<file path="config.mk">
export PLATFORM = sky130hd
export DESIGN_NAME = scoreboard_regfile_flat
export DESIGN_NICKNAME = d
export VERILOG_FILES = /design/src/rtl/cpu_pkg.sv /design/src/rtl/scoreboard_regfile_if.sv /design/src/rtl/rf_pend_counter.sv /design/src/rtl/scoreboard_regfile.sv /design/src/flat_wrapper.sv
export SDC_FILE = /design/constraint.sdc
export NUM_CORES = 1
export LEC_CHECK = 0
export BUFFER_PORTS_ARGS = -buffer_cell sky130_fd_sc_hd__buf_2
export CORE_ASPECT_RATIO = 0.5
export CORE_UTILIZATION = 60
export CTS_BUF_LIST = sky130_fd_sc_hd__clkbuf_16
export DETAILED_ROUTE_END_ITERATION = 8
export PLACE_DENSITY = 0.81
export RECOVER_POWER = 50
export SYNTH_ARGS = -nofsm -noshare
export SYNTH_HDL_FRONTEND = slang
export SYNTH_SLANG_ARGS = --single-unit
</file>
<file path="constraint.sdc">
create_clock -name clk -period 30 [get_ports clk]
set_input_delay 3 -clock clk [delete_from_list [all_inputs] [get_ports clk]]
set_output_delay 3 -clock clk [all_outputs]
set_load 0.05 [all_outputs]
</file>
<file path="src/rtl/cpu_pkg.sv">
// -----------------------------------------------------------------------------
// cpu_pkg
//   Shared CPU-core constants used by the register file and its bus interface.
//   DATA_W_DEF / ADDR_W_DEF : default register width and register index width
//   ZERO_REG                : index of the hardwired-zero register
// -----------------------------------------------------------------------------
package cpu_pkg;

  localparam int DATA_W_DEF = 16;
  localparam int ADDR_W_DEF = 4;
  localparam int ZERO_REG   = 0;

endpackage

</file>
<file path="src/rtl/scoreboard_regfile_if.sv">
// -----------------------------------------------------------------------------
// scoreboard_regfile_if
//   Bundles the decode/issue/writeback side of the scoreboarded register file.
//   master : pipeline side (drives read indices, writeback, reservations, flush)
//   slave  : register file side (returns read data, busy flags, full, error)
//   rd_addr  NUM_RD*ADDR_W  read indices, port i at [i*ADDR_W +: ADDR_W]
//   rd_data  NUM_RD*DATA_W  read data,    port i at [i*DATA_W +: DATA_W]
//   rd_busy  NUM_RD         source of port i still has an outstanding write
//   wr_en/wr_addr/wr_data   writeback strobe, index, data
//   rsv_en/rsv_addr         issue reserves rsv_addr as a pending destination
//   rsv_full                reservation counter of rsv_addr saturated
//   flush                   clear all pending reservations
//   wb_err                  sticky: writeback hit a non-reserved register
// -----------------------------------------------------------------------------
interface scoreboard_regfile_if
  import cpu_pkg::*;
#(
  parameter int DATA_W = DATA_W_DEF,
  parameter int ADDR_W = ADDR_W_DEF,
  parameter int NUM_RD = 2
);

  logic [NUM_RD*ADDR_W-1:0] rd_addr;
  logic [NUM_RD*DATA_W-1:0] rd_data;
  logic [NUM_RD-1:0]        rd_busy;
  logic                     wr_en;
  logic [ADDR_W-1:0]        wr_addr;
  logic [DATA_W-1:0]        wr_data;
  logic                     rsv_en;
  logic [ADDR_W-1:0]        rsv_addr;
  logic                     rsv_full;
  logic                     flush;
  logic                     wb_err;

  modport master (
    output rd_addr, wr_en, wr_addr, wr_data, rsv_en, rsv_addr, flush,
    input  rd_data, rd_busy, rsv_full, wb_err
  );

  modport slave (
    input  rd_addr, wr_en, wr_addr, wr_data, rsv_en, rsv_addr, flush,
    output rd_data, rd_busy, rsv_full, wb_err
  );

endinterface

</file>
<file path="src/rtl/rf_pend_counter.sv">
// -----------------------------------------------------------------------------
// rf_pend_counter
//   Saturating up/down counter tracking outstanding writes to one register.
//   clk, rst : clock, asynchronous active-high reset
//   clr      : synchronous clear (dominates inc/dec)
//   inc, dec : count up / down; both together leave the count unchanged
//   cnt      : current count
//   is_zero  : cnt == 0
//   is_max   : cnt == 2**CNT_W-1
//   The count never wraps: inc at max and dec at zero are ignored.
// -----------------------------------------------------------------------------
module rf_pend_counter
  import cpu_pkg::*;
#(
  parameter int CNT_W = 2
) (
  input  logic             clk,
  input  logic             rst,
  input  logic             clr,
  input  logic             inc,
  input  logic             dec,
  output logic [CNT_W-1:0] cnt,
  output logic             is_zero,
  output logic             is_max
);

  localparam logic [CNT_W-1:0] CNT_MAX = '1;

  logic [CNT_W-1:0] cnt_q;
  logic [CNT_W-1:0] cnt_d;

  always_comb begin
    cnt_d = cnt_q;
    if (clr) begin
      cnt_d = '0;
    end else if (inc && !dec && (cnt_q != CNT_MAX)) begin
      cnt_d = cnt_q + CNT_W'(1);
    end else if (dec && !inc && (cnt_q != '0)) begin
      cnt_d = cnt_q - CNT_W'(1);
    end
  end

  always_ff @(posedge clk or posedge rst) begin
    if (rst) begin
      cnt_q <= '0;
    end else begin
      cnt_q <= cnt_d;
    end
  end

  assign cnt     = cnt_q;
  assign is_zero = (cnt_q == '0);
  assign is_max  = (cnt_q == CNT_MAX);

endmodule

</file>
<file path="src/rtl/scoreboard_regfile.sv">
// -----------------------------------------------------------------------------
// scoreboard_regfile
//   Register file with NUM_RD combinational read ports, one write port with
//   write-through bypass, hardwired-zero register 0, and a per-register
//   pending-write scoreboard (issue reserves, writeback releases).
//   clk : clock, rising edge
//   rst : asynchronous active-high reset (clears data, counters, wb_err)
//   bus : scoreboard_regfile_if.slave, see the interface for signal meanings
// -----------------------------------------------------------------------------
module scoreboard_regfile
  import cpu_pkg::*;
#(
  parameter int DATA_W = DATA_W_DEF,
  parameter int ADDR_W = ADDR_W_DEF,
  parameter int NUM_RD = 2,
  parameter int CNT_W  = 2
) (
  input  logic                clk,
  input  logic                rst,
  scoreboard_regfile_if.slave bus
);

  localparam int               NREGS    = 2**ADDR_W;
  localparam logic [ADDR_W-1:0] ZERO_IDX = ADDR_W'(ZERO_REG);

  logic [DATA_W-1:0] regs_q [NREGS];
  logic [DATA_W-1:0] regs_d [NREGS];
  logic [CNT_W-1:0]  pend   [NREGS];
  logic [NREGS-1:0]  pend_zero;
  logic [NREGS-1:0]  pend_max;
  logic              wb_err_q;
  logic              wb_err_d;
  logic              wr_live;
  logic              rsv_full;

  assign wr_live = bus.wr_en && (bus.wr_addr != ZERO_IDX);

  // ---- register storage: write at posedge, index 0 never written ----
  always_comb begin
    regs_d = regs_q;
    if (wr_live) begin
      regs_d[bus.wr_addr] = bus.wr_data;
    end
  end

  // A writeback to a register with no reservation is flagged, unless the same
  // cycle flushes the scoreboard (the flush makes every reservation moot).
  always_comb begin
    wb_err_d = wb_err_q;
    if (wr_live && pend_zero[bus.wr_addr] && !bus.flush) begin
      wb_err_d = 1'b1;
    end
  end

  always_ff @(posedge clk or posedge rst) begin
    if (rst) begin
      for (int r = 0; r < NREGS; r++) begin
        regs_q[r] <= '0;
      end
      wb_err_q <= 1'b0;
    end else begin
      regs_q   <= regs_d;
      wb_err_q <= wb_err_d;
    end
  end

  assign bus.wb_err = wb_err_q;

  // ---- pending-write scoreboard ----
  // Register 0 is never tracked: it reads as idle and can never fill up.
  assign pend[0]      = '0;
  assign pend_zero[0] = 1'b1;
  assign pend_max[0]  = 1'b0;

  // A writeback in the same cycle frees a slot, so a saturated counter still
  // accepts the reservation (the two cancel).
  assign rsv_full = (bus.rsv_addr != ZERO_IDX) && pend_max[bus.rsv_addr] &&
                    !(bus.wr_en && (bus.wr_addr == bus.rsv_addr));
  assign bus.rsv_full = rsv_full;

  for (genvar r = 1; r < NREGS; r++) begin : g_pend
    logic inc;
    logic dec;

    assign inc = bus.rsv_en && (bus.rsv_addr == ADDR_W'(r)) && !rsv_full;
    assign dec = bus.wr_en && (bus.wr_addr == ADDR_W'(r)) && !pend_zero[r];

    rf_pend_counter #(
      .CNT_W (CNT_W)
    ) u_cnt (
      .clk     (clk),
      .rst     (rst),
      .clr     (bus.flush),
      .inc     (inc),
      .dec     (dec),
      .cnt     (pend[r]),
      .is_zero (pend_zero[r]),
      .is_max  (pend_max[r])
    );
  end

  // ---- combinational read ports ----
  // Busy reflects the count after this cycle's writeback: a register with one
  // outstanding write that is being written back now is already free.
  for (genvar i = 0; i < NUM_RD; i++) begin : g_rd
    logic [ADDR_W-1:0] a;
    logic              wr_hit;
    logic              byp;

    assign a      = bus.rd_addr[i*ADDR_W +: ADDR_W];
    assign wr_hit = bus.wr_en && (bus.wr_addr == a);
    // Bypass is suppressed in reset so reads return zero while rst is held.
    assign byp    = wr_hit && !rst;

    assign bus.rd_data[i*DATA_W +: DATA_W] = (a == ZERO_IDX) ? '0 :
                                             byp             ? bus.wr_data :
                                                               regs_q[a];
    assign bus.rd_busy[i] = !pend_zero[a] && !(wr_hit && (pend[a] == CNT_W'(1)));
  end

endmodule

</file>
<file path="src/flat_wrapper.sv">
// flat-port wrapper written by rule: the top's interface ports become plain ports
module scoreboard_regfile_flat import cpu_pkg::*;
#(
  parameter int DATA_W = DATA_W_DEF,
  parameter int ADDR_W = ADDR_W_DEF,
  parameter int NUM_RD = 2,
  parameter int CNT_W  = 2
)
  (clk, rst, bus_rd_addr, bus_wr_en, bus_wr_addr, bus_wr_data, bus_rsv_en, bus_rsv_addr, bus_flush, bus_rd_data, bus_rd_busy, bus_rsv_full, bus_wb_err);
  scoreboard_regfile_if #(.DATA_W(DATA_W), .ADDR_W(ADDR_W), .NUM_RD(NUM_RD)) bus_i ();
  input  logic clk;
  input  logic rst;
  input wire logic [$bits(bus_i.rd_addr)-1:0] bus_rd_addr;
  input wire logic [$bits(bus_i.wr_en)-1:0] bus_wr_en;
  input wire logic [$bits(bus_i.wr_addr)-1:0] bus_wr_addr;
  input wire logic [$bits(bus_i.wr_data)-1:0] bus_wr_data;
  input wire logic [$bits(bus_i.rsv_en)-1:0] bus_rsv_en;
  input wire logic [$bits(bus_i.rsv_addr)-1:0] bus_rsv_addr;
  input wire logic [$bits(bus_i.flush)-1:0] bus_flush;
  output wire logic [$bits(bus_i.rd_data)-1:0] bus_rd_data;
  output wire logic [$bits(bus_i.rd_busy)-1:0] bus_rd_busy;
  output wire logic [$bits(bus_i.rsv_full)-1:0] bus_rsv_full;
  output wire logic [$bits(bus_i.wb_err)-1:0] bus_wb_err;
  assign bus_i.rd_addr = bus_rd_addr;
  assign bus_i.wr_en = bus_wr_en;
  assign bus_i.wr_addr = bus_wr_addr;
  assign bus_i.wr_data = bus_wr_data;
  assign bus_i.rsv_en = bus_rsv_en;
  assign bus_i.rsv_addr = bus_rsv_addr;
  assign bus_i.flush = bus_flush;
  assign bus_rd_data = bus_i.rd_data;
  assign bus_rd_busy = bus_i.rd_busy;
  assign bus_rsv_full = bus_i.rsv_full;
  assign bus_wb_err = bus_i.wb_err;
  scoreboard_regfile #(.DATA_W(DATA_W), .ADDR_W(ADDR_W), .NUM_RD(NUM_RD), .CNT_W(CNT_W)) u_core (.clk(clk), .rst(rst), .bus(bus_i));
endmodule
</file>
# Word-level counts from Yosys, hierarchy flattened
# Cells that the tools add are included.
[classes]
addsub = 30
multipliers = 0
n_div = 0
order_cmp = 8
eq_ne = 65
shift = 0
muxes = 72
bitwise = 3
n_reduce_logical = 237
[op_table]
columns = ["op", "count"]
rows = [
  ["$bwmux W256", 1],
  ["$mux W16", 9],
  ["$logic_and A1 B1 Y1", 135],
  ["$bmux W16 S4", 2],
  ["$mux W2", 49],
  ["$demux W16 S4", 1],
  ["$eq A4 B4 Y1 const B", 16],
  ["$logic_not A1 Y1", 53],
  ["$reduce_bool A3 Y1", 15],
  ["$eq A4 B3 Y1 const B", 8],
  ["$add A2 B1 Y2 const B", 15],
  ["$eq A2 B2 Y1 const B", 15],
  ["$logic_not A2 Y1", 15],
  ["$ne A2 B2 Y1 const B", 15],
  ["$reduce_bool A2 Y1", 15],
  ["$sub A2 B1 Y2 const B", 15],
  ["$lt A4 B5 Y1 const B", 4],
  ["$bmux W1 S4", 4],
  ["$bmux W2 S4", 2],
  ["$eq A4 B2 Y1 const B", 4],
  ["$ge A5 B5 Y1 const B", 3],
  ["$not A4 Y5", 3],
  ["$eq A4 B4 Y1", 3],
  ["$eq A4 B1 Y1 const B", 2],
  ["other kinds (5)", 11],
]
[word_totals]
register_bits = 287
latchBits = 0
ramBits = 0
romBits = 0
in_bits = 37
out_inout_bits = 36
word_cells = 447
mem_count = 0

# Depth between registers and ports, before layout
[depth]
word_depth = 13
ltp_mapped = 10
mapped_depth_nobuf = 6

# Cells and area by module
# A second synthesis with hierarchy kept.
[hier_totals]
cells_unflattened = 1358
hier_area_um2 = 17375.4
[by_module_without_submodules]
columns = ["module", "n_inst", "cells_per_inst", "area_per_inst_um2", "seq_area_each_um2"]
rows = [
  ["scoreboard_regfile", 1, 1133, 15367.2, 6431.2],
  ["rf_pend_counter", 15, 15, 133.9, 50.0],
]

# Least setup slack after synthesis
# Ideal clock, no wire load.
[synth_timing]
kind = "input to output"
startpoint = "in rst"
endpoint = "out bus_rd_data[21]"
arrival_time_ns = 10.778
required_time_ns = 27.000
path_slack_ns = 16.222
path_stages = 5
n_path_buf = 1
path_cell_list = "inv_1 -> nand2_1 -> clkbuf_1 -> nand2_1 -> a21oi_1"
[synth_between]
elab_chain_len = 4
[synth_lines]
columns = ["element", "line", "rtl"]
rows = [
  ["start: declaration", "flat_wrapper.sv:12", "input logic rst;"],
  ["$logic_not A1 Y1 (no source line)", "-", ""],
  ["$logic_and A1 B1 Y1", "scoreboard_regfile.sv:113", "assign byp = wr_hit && !rst;"],
  ["$mux W16", "scoreboard_regfile.sv:116", "byp ? bus.wr_data :"],
  ["$mux W16", "scoreboard_regfile.sv:115", "assign bus.rd_data[i*DATA_W +: DATA_W] = (a == ZERO_IDX) ? '0 :"],
  ["end: declaration", "flat_wrapper.sv:20", "output wire logic [$bits(bus_i.rd_data)-1:0] bus_rd_data;"],
]
# Every way passes these cells.

# Worst setup path in the final report
[layout_timing]
startpoint = "in rst"
endpoint = "out bus_rd_data[16]"
# Same word-level chain as after synthesis.

==> flow_metrics.env <==
export IMPL_status="complete, but fails checks"
export IMPL_failed_checks="capacitance limit, slew limit"
export IMPL_synth_area_leader_cell="dfrtp_1"
export IMPL_core_um2=26850
export IMPL_clkLatencyLatePin_ns=0.57
export IMPL_nFillCells=1864
export IMPL_avgSynthCellArea_um2=12.84
export IMPL_drt_vias_per_instance=6.998
export IMPL_grt_pass1_wl_um=70640
export IMPL_swShare=0.3112
export IMPL_gr_total_overflow=0
export IMPL_drive_above_1_share=0.3871
export IMPL_peakVddDrop_mv=0.04745
export IMPL_crit_type="in -> out"
export IMPL_cts_tree="yes"
export IMPL_drt_initial_drc_count=1532
export IMPL_min_from="u_core.regs_q[242]$_DFFE_PP0P_"
export IMPL_ant_nets=0
export IMPL_critPathCaptureType="output pin"
export IMPL_start_util=0.6210
export IMPL_whs_ns=0.3929
export IMPL_drv_cap=9
export IMPL_rsz0062_at_grt="false"
export IMPL_num_nets_final=1333
export IMPL_die_h_um=119.9
export IMPL_critPathLaunchType="input port"
export IMPL_finClkSkew_ns=0.009720
export IMPL_h_tree_depth=1
export IMPL_wl_per_cell_um=26.85
export IMPL_syn_num_nets=1336
export IMPL_grt_max_degree=146
export IMPL_p_comb_frac=0.264
export IMPL_crit_arrival_ns=12.36
export IMPL_period_share=0.5120
export IMPL_leakage_nw=7.545
export IMPL_area_growth_pct=7.826
export IMPL_hold_depth=0
export IMPL_tightest_slew_ns=6.433
export IMPL_slew_headroom=-3.312
export IMPL_synthCells=1299
export IMPL_internal_power_mw=0.8018
export IMPL_p_clk_frac=0.291
export IMPL_cts_setup_buffers=0
export IMPL_dieArea_um2=28510
export IMPL_setup_viol=0
export IMPL_r2r_start="u_core.g_pend[1].u_cnt.cnt[1]$_DFFE_PP0P_"
export IMPL_yosys_most_used_dff="dfrtp_1"
export IMPL_clockRootBuffer="clkbuf_16"
export IMPL_cts_sink_count=287
export IMPL_required_ns=27.00
export IMPL_reg2reg_depth=6
export IMPL_route_detailed_drc=0
export IMPL_period_needed_ns=15.36
export IMPL_place_gp_congestion=0.9274
export IMPL_fmaxAchievable_ghz=0.06511
export IMPL_synth_top_area_frac=0.4307
export IMPL_cts_resized=0
export IMPL_track_usage=0.3313
export IMPL_synth_area_um2=16680
export IMPL_synth_seq_cells=287
export IMPL_slew_violations=304
export IMPL_grt_pass1_vias=11950
export IMPL_hold_path_class="reg -> reg"
export IMPL_dpl_hpwl_um=28010
export IMPL_portBuffers=72
export IMPL_clk_pin_slew_ns=0.07
export IMPL_critical_path_startpoint="rst"
export IMPL_cts_inserted_buffers=27
export IMPL_yosysSeqAreaShare=0.4307
export IMPL_p_per_area_nw_per_um2=64.74
export IMPL_antenna_found_initial=3
export IMPL_cp_max_fo=145
export IMPL_switching_power_mw=0.3622
export IMPL_die_x_um=237.8
export IMPL_dr_pass1_iters=6
export IMPL_setup_tns_ns=0
export IMPL_vias=11840
export IMPL_clockBufferDepth=3
export IMPL_io_pins=73
export IMPL_async_flop_share=1.000
export IMPL_synth_cell_types=52
export IMPL_finalHoldViolations=0
export IMPL_routed_wl_um=45440
export IMPL_seq_power_share=0.445
export IMPL_row_count=42
export IMPL_synth_edff_count=0
export IMPL_ctsHoldBuffers=0
export IMPL_ys_warn_count=0
export IMPL_synth_area_leaders="dfrtp_1 (43%), mux4_2 (23%), mux2_2 (14%)"
==> per-layer routing <==
layer | track usage | routed length (um) | vias to the layer above
li1 | - | - | 4870
met4 | 0.1161 | 1401 | 0
met1 | 0.4755 | 18030 | 6179
met3 | 0.07937 | 4841 | 108
met2 | 0.5009 | 21170 | 684
met5 | 0 | 0 | -
==> final timing paths <==
path,endpoint,slack (ns)
max in group asynchronous,u_core.regs_q[193]$_DFFE_PP0P_,22.43
max reg2reg,u_core.g_pend[15].u_cnt.cnt[1]$_DFFE_PP0P_,27.65
min in group asynchronous,u_core.regs_q[222]$_DFFE_PP0P_,4.58
min,u_core.regs_q[242]$_DFFE_PP0P_,0.39
min reg2reg,u_core.regs_q[242]$_DFFE_PP0P_,0.39
max,bus_rd_data[16],14.64
==> area by class of cell <==
| class | instances | area, um^2 | share of cell area |
|---|---|---|---|
| multi-input combinational | 873 | 8917 | 0.4959 |
| sequential | 287 | 7182 | 0.3994 |
| clock buffer | 27 | 675.6 | 0.03758 |
| timing repair buffer | 98 | 535.5 | 0.02978 |
| tap | 374 | 467.9 | 0.02602 |
| clock inverter | 21 | 160.2 | 0.008907 |
| inverter | 9 | 35.03 | 0.001948 |
| antenna | 3 | 7.507 | 0.0004175 |
==> cell usage in the layout (no fill, tap or decap), types with 11 or more instances in the layout <==
master     count
a211oi_1      16
a21oi_1       50
and2_1        16
buf_2         65
buf_4         23
clkbuf_16     27
dfrtp_1      287
inv_1         12
mux2_2       204
mux2i_1       21
mux4_2       172
nand2_1      167
nand3_1       20
nor2_1        54
nor3_1        11
nor3b_1       16
o21ai_0       23
==> worst max-delay path: stages <==
cell and delay (ns):
clkbuf_1 0.28, clkinvlp_2 4.80, nand2_1 3.59, nand2_1 0.16
a21oi_1 0.21, buf_2 0.28
==> registers in the layout (all words and copies together) (netlist names) <==
signal / count
u_core.bus.wb_err: 1
u_core.g_pend.u_cnt.cnt: 30
u_core.regs_q: 256
==> stage by stage <==
stage | area, um^2 | utilization | cells | power, mW | setup slack [ns]
detailed placement | 17180 | 0.6397 | 1641 | 0.8269 | 20.81
global placement | 17180 | 0.6397 | 1641 | 0.8064 | 20.90
floorplan | 16680 | - | 1299 | 0.7509 | 16.22
CTS | 18010 | 0.6709 | 1689 | 1.162 | 20.81
global route | 17980 | 0.6696 | 1692 | 1.206 | 12.88
finish | 17980 | 0.6696 | 1692 | 1.164 | 14.64
==> power groups by stage <==
stage | clock, mW | sequential (mW) | combinational [mW]
after CTS | 0.339 | 0.515 | 0.308
after global placement | 0 | 0.510 | 0.296
after floorplan | 0 | 0.502 | 0.249
after global routing | 0.355 | 0.526 | 0.325
after detailed placement | 0 | 0.521 | 0.306
final | 0.338 | 0.518 | 0.307
==> synth_stat cells (3+ instances only) <==
cell type / instances
o311ai_1: 6
nand4_1: 3
a211oi_1: 16
xor2_1: 8
o21ai_0: 23
nor3b_1: 16
mux4_2: 172
or3_1: 3
buf_6: 3
dfrtp_1: 287
mux2_2: 208
nand2b_1: 4
buf_2: 30
nor4_1: 3
clkbuf_1: 77
inv_1: 8
buf_4: 4
nor3_1: 11
nand3b_1: 8
and3b_1: 4
nand2_1: 167
a31oi_1: 9
nor2_1: 54
mux2i_1: 21
nor2b_1: 9
a21oi_1: 50
buf_1: 15
xnor2_1: 10
nand3_1: 20
and3_1: 7
and2_1: 16
==> logic make-up after synthesis <==
family,count (synthesis),synth area share
muxes,401,0.3854
xor gates and xnor gates,18,0.009454
and+or+nand+nor,330,0.09206
AOI/OAI and AO/OA,124,0.04659
buffers and inverters,139,0.03586
DFF,287,0.4307
(Power assumes the default switching activity.)
